### config.mk
export PLATFORM = sky130hd
export DESIGN_NAME = regfile_writeback
export DESIGN_NICKNAME = d
export VERILOG_FILES = /design/src/rtl/regfile_writeback.sv
export SDC_FILE = /design/constraint.sdc
export NUM_CORES = 1
export LEC_CHECK = 0
export ABC_AREA = 1
export BUFFER_PORTS_ARGS = -buffer_cell sky130_fd_sc_hd__buf_2
export CORE_AREA = 2 2 158 160
export CTS_BUF_LIST = sky130_fd_sc_hd__clkbuf_8 sky130_fd_sc_hd__clkbuf_16
export CTS_CLUSTER_SIZE = 30
export DETAILED_ROUTE_END_ITERATION = 10
export DIE_AREA = 0 0 160 162
export PLACE_DENSITY = 0.68
export SYNTH_ARGS = -nofsm -noshare
export SYNTH_HDL_FRONTEND = slang
export SYNTH_SLANG_ARGS = --single-unit
### constraint.sdc
create_clock -name clk -period 3.1 [get_ports clk]
set_input_delay 0.62 -clock clk [delete_from_list [all_inputs] [get_ports clk]]
set_output_delay 0.62 -clock clk [all_outputs]
set_load 0.02 [all_outputs]
### src/rtl/regfile_writeback.sv
// regfile_writeback
// Write-side front end for the 32x32 register file. The single write port is
// shared by the single-cycle ALU path (A, always wins) and the long-latency
// load/multiply path (B, buffered in a FIFO and drained in A-idle cycles).
// A pending-register scoreboard tracks B-path results still in flight.
//
// Ports:
//   clk, reset             rising-edge clock, asynchronous active-high reset
//   a_valid/a_reg/a_data   ALU result (no backpressure; a_reg 0 = no request)
//   b_valid/b_ready        B-path result handshake (b_ready = FIFO not full)
//   b_reg/b_data           B-path result payload
//   issue_valid/issue_reg  B-path instruction issue, sets a scoreboard bit
//   writeReg/writeData     register file write address/data (registered)
//   regWrite               register file write enable (registered)
//   pending                scoreboard, bit n = register n outstanding on B
//   b_count                current FIFO occupancy
module regfile_writeback #(
   parameter int unsigned DEPTH = 4
) (
   input  logic                       clk,
   input  logic                       reset,
   input  logic                       a_valid,
   input  logic [4:0]                 a_reg,
   input  logic [31:0]                a_data,
   input  logic                       b_valid,
   output logic                       b_ready,
   input  logic [4:0]                 b_reg,
   input  logic [31:0]                b_data,
   input  logic                       issue_valid,
   input  logic [4:0]                 issue_reg,
   output logic [4:0]                 writeReg,
   output logic [31:0]                writeData,
   output logic                       regWrite,
   output logic [31:0]                pending,
   output logic [$clog2(DEPTH):0]     b_count
);

   localparam int unsigned PtrW = $clog2(DEPTH);
   localparam int unsigned CntW = PtrW + 1;

   typedef struct packed {
      logic [4:0]  regAddr;
      logic [31:0] data;
   } bEntry_t;

   bEntry_t             fifoMem [DEPTH];
   logic [PtrW-1:0]     wrPtr;
   logic [PtrW-1:0]     rdPtr;
   logic [CntW-1:0]     count;
   bEntry_t             head;

   logic                aReq;
   logic                fifoFull;
   logic                fifoEmpty;
   logic                push;
   logic                pop;
   logic [31:0]         setMask;
   logic [31:0]         clrMask;
   logic [31:0]         pendingNext;

   // Request decode and port arbitration: A always wins, B drains when A idle.
   assign aReq      = a_valid && (a_reg != 5'd0);
   assign fifoFull  = (count == CntW'(DEPTH));
   assign fifoEmpty = (count == '0);
   assign b_ready   = !fifoFull;
   assign push      = b_valid && b_ready;
   assign pop       = !aReq && !fifoEmpty;
   assign head      = fifoMem[rdPtr];
   assign b_count   = count;

   // FIFO storage; contents need no reset since the pointers define validity.
   always_ff @(posedge clk) begin
      if (push) begin
         fifoMem[wrPtr] <= '{regAddr: b_reg, data: b_data};
      end
   end

   // FIFO pointers and occupancy.
   always_ff @(posedge clk or posedge reset) begin
      if (reset) begin
         wrPtr <= '0;
         rdPtr <= '0;
         count <= '0;
      end else begin
         if (push) wrPtr <= wrPtr + PtrW'(1);
         if (pop)  rdPtr <= rdPtr + PtrW'(1);
         count <= count + CntW'(push) - CntW'(pop);
      end
   end

   // Write port: a popped reg-0 entry is consumed but produces no write.
   always_ff @(posedge clk or posedge reset) begin
      if (reset) begin
         regWrite  <= 1'b0;
         writeReg  <= '0;
         writeData <= '0;
      end else if (aReq) begin
         regWrite  <= 1'b1;
         writeReg  <= a_reg;
         writeData <= a_data;
      end else if (pop) begin
         regWrite <= (head.regAddr != 5'd0);
         if (head.regAddr != 5'd0) begin
            writeReg  <= head.regAddr;
            writeData <= head.data;
         end
      end else begin
         regWrite <= 1'b0;
      end
   end

   // Scoreboard update: a new issue overrides a same-edge clear.
   always_comb begin
      setMask = '0;
      clrMask = '0;
      if (issue_valid) setMask[issue_reg] = 1'b1;
      if (pop)         clrMask[head.regAddr] = 1'b1;
      setMask[0] = 1'b0;
      pendingNext = (pending & ~clrMask) | setMask;
   end

   always_ff @(posedge clk or posedge reset) begin
      if (reset) begin
         pending <= '0;
      end else begin
         pending <= pendingNext;
      end
   end

endmodule
==> out/results.ini <==
[floorplanning]
die_y_um = 162
core_um2 = 24100
start_util = 0.396
ios = 158
die_x_um = 160
dieArea_um2 = 25900
num_rows = 57

[timing]
fin_hold_ws_ps = 93.6
finalHoldViolations = 0
setup_violations = 0
setup_tns_ps = 0
skew_ps = 11.7
relSlewSlack = 0.326
rsz0062_at_grt = no
period_share = 0.795
min_period_ps = 2460
worst_slew_pin_slew_ps = 1000
fmax_mhz = 406
drv_slew = 0

[critical_path]
end_kind = register
cpPeakStageDelay_ps = 690
endpoint = writeData[11]
r2r_cells = 8
r2r-end = writeData[11]
startpoint_type = register
timing.rr.start = rdPtr[1]
required_ps = 3550
cp_max_fo = 20
startpoint = rdPtr[1]
r2r_slack_ps = 640
crit_chain = inv_2, nand3_1, nand2_1, nand2_2, o21bai_2, buf_4, nand3_1, nand2_1
worstPathArrival_ps = 2920
criticalPathCategory = register to register
slowest_stage = o21bai_2

[synthesis]
synth_area_leaders = edfxtp_1 (47%), dfrtp_1 (20%), nand2_1 (9.4%)
synth_top_area_frac = 0.466
synthMuxAreaShare = 0
seq_area_frac_synth = 0.668
syn_avg_cell_area_um2 = 10.3
synth_top_family_by_area = simple AND/OR/NAND/NOR gates
synth-simple-area-share = 0.181
async_flop_share = 0.342
ys.flop_type = edfxtp_1
syn_inst = 924
synth_edf_count = 148
synth-xor-area-share = 0.00367
synth-compound-area-share = 0.0783
yosysUniqueCellTypes = 29
synth_area_um2 = 9540
synth_seq_cells = 225
synth_largest_area_cell = edfxtp_1
synth_fa_ha_area_frac = 0.00997
syn-num-nets = 1015
yosys_warnings = 0

[clock_tree]
cts.sinks = 225
clockBufferDepth = 3
cts_root_buf = clkbuf_16
post_cts_buffers = 0
clkLatencyLatePin_ps = 510
cts_buffers = 24
hold_buffers = 0
cts_resized = 0
htreeDepth = 1
clk_pin_slew_worst_paths_ps = 60
tritoncts = yes

[global_routing]
grt_pass1_vias = 6724
track_usage = 0.181
antenna_found_initial = 10
grt_first_pass_wirelength_mm = 37.1
grt_max_degree = 82
grt-ovfl-total = 0

[route]
dr.pass1.iters = 7
drc_errors = 0
vias_per_cell = 4.93
drt_wl_total_mm = 23.7
drt_iter0_markers = 572
via_count = 7031
routedWlPerCell_um = 16.6
drtAntennaViolNets = 0

[job]
maxCapViolations = 0

[worst_hold_path]
hp-class = primary input to async pin

[layout]
layout_common_cells = nand2_1 (238), buf_2 (157), edfxtp_1 (148), nand3_1 (124), inv_1 (95)
final_common_cell = nand2_1
area_growth_pct = 19.8
fillCellCount = 2230
layout-drive-gt1-share = 0.209
layout.nets = 1168

[pwr]
p_leak_nw = 5.11
vdd_drop_max_uv = 484
p_per_area_nw_per_um2 = 989
total_power_w = 0.0113

[placed_design]
io_buffers = 157
hpwl_mm = 15.4
gp_congestion = 0.849

[run_status]
outcome = finished clean

## flip-flops by register name, indices dropped and copies added, names as in the netlist
signal,count
pending,32
writeData,32
b_count,3
regWrite,1
writeReg,5
rdPtr,2
wrPtr,2
fifoMem,148
## power breakdown
group          internal [W]  total [W]  switching [W]
registers           0.00414    0.00456       0.000417
clock network       0.00155    0.00270        0.00115
logic               0.00120    0.00405        0.00286
## layout make-up
type,count,area (µm²),share of cell area
clock buffer,25,626,0.0547
inverter,94,354,0.0310
multi-input combinational,560,2630,0.230
sequential,225,6370,0.558
antenna,6,15.0,0.00131
clock inverter,19,126,0.0111
timing repair buffer,172,898,0.0786
tap,324,405,0.0355
## metal layers
layer / wire [µm] / vias to the layer above / GRT usage
met5: 51 / - / 0
met4: 412 / 8 / 0.0520
met3: 1930 / 32 / 0.0562
met2: 10900 / 237 / 0.290
met1: 10400 / 3327 / 0.238
li1: - / 3427 / -
## stage by stage
step           area [µm²]   util  cells  setup WS [ps]
2_1_floorplan        9540      -    924           29.1
3_3_place_gp        10700  0.442   1375            641
3_5_place_dp        10700  0.442   1375            581
4_1_cts             11400  0.474   1419            630
5_1_grt             11400  0.474   1422            408
6_report            11400  0.474   1425            637
## cell usage after synthesis (2+ instances only)
cell      count
clkbuf_1     19
inv_2         3
nor2_1       18
nor2_2        2
o21ai_1       3
nand2_2       4
ha_1          6
a21oi_1      65
o21ai_0      76
nor3_1       11
xor2_1        3
buf_4         4
buf_1        11
nand3_1     124
inv_1        91
dfrtp_1      77
buf_2         8
nand2_1     239
buf_6         3
edfxtp_1    148
## how the worst min path moves through the flow
| stage | startpoint | cells after the start | endpoint | slack (ps) |
|---|---|---|---|---|
| after floorplan | wrPtr[1] | 2 | wrPtr[1] | 560 |
| after global placement | pending[18] | 2 | pending[18] | 450 |
| after detailed placement | pending[11] | 2 | pending[11] | 460 |
| after CTS | reset | 2 | pending[27] | 80 |
| after global routing | reset | 2 | pending[2] | 110 |
| final | reset | 2 | pending[27] | 90 |
## logic make-up (layout without fill, tap and decap cells)
| logic type | Yosys count | count (layout) |
|---|---|---|
| xor gates and xnor gates | 4 | 4 |
| AOI/OAI and AO/OA | 147 | 147 |
| and+or+nand+nor | 402 | 402 |
| DFF | 225 | 225 |
| buffers and inverters | 139 | 310 |
| adders and majority gates | 7 | 7 |
| other | 0 | 6 |
## critical path: cells and delay by family (launching register included)
| kind | cells | cell delay (ps) |
|---|---|---|
| AOI/OAI and AO/OA | 1 | 690 |
| DFF | 1 | 520 |
| buffers and inverters | 2 | 580 |
| and+or+nand+nor | 5 | 610 |
(Power assumes the default switching activity.)
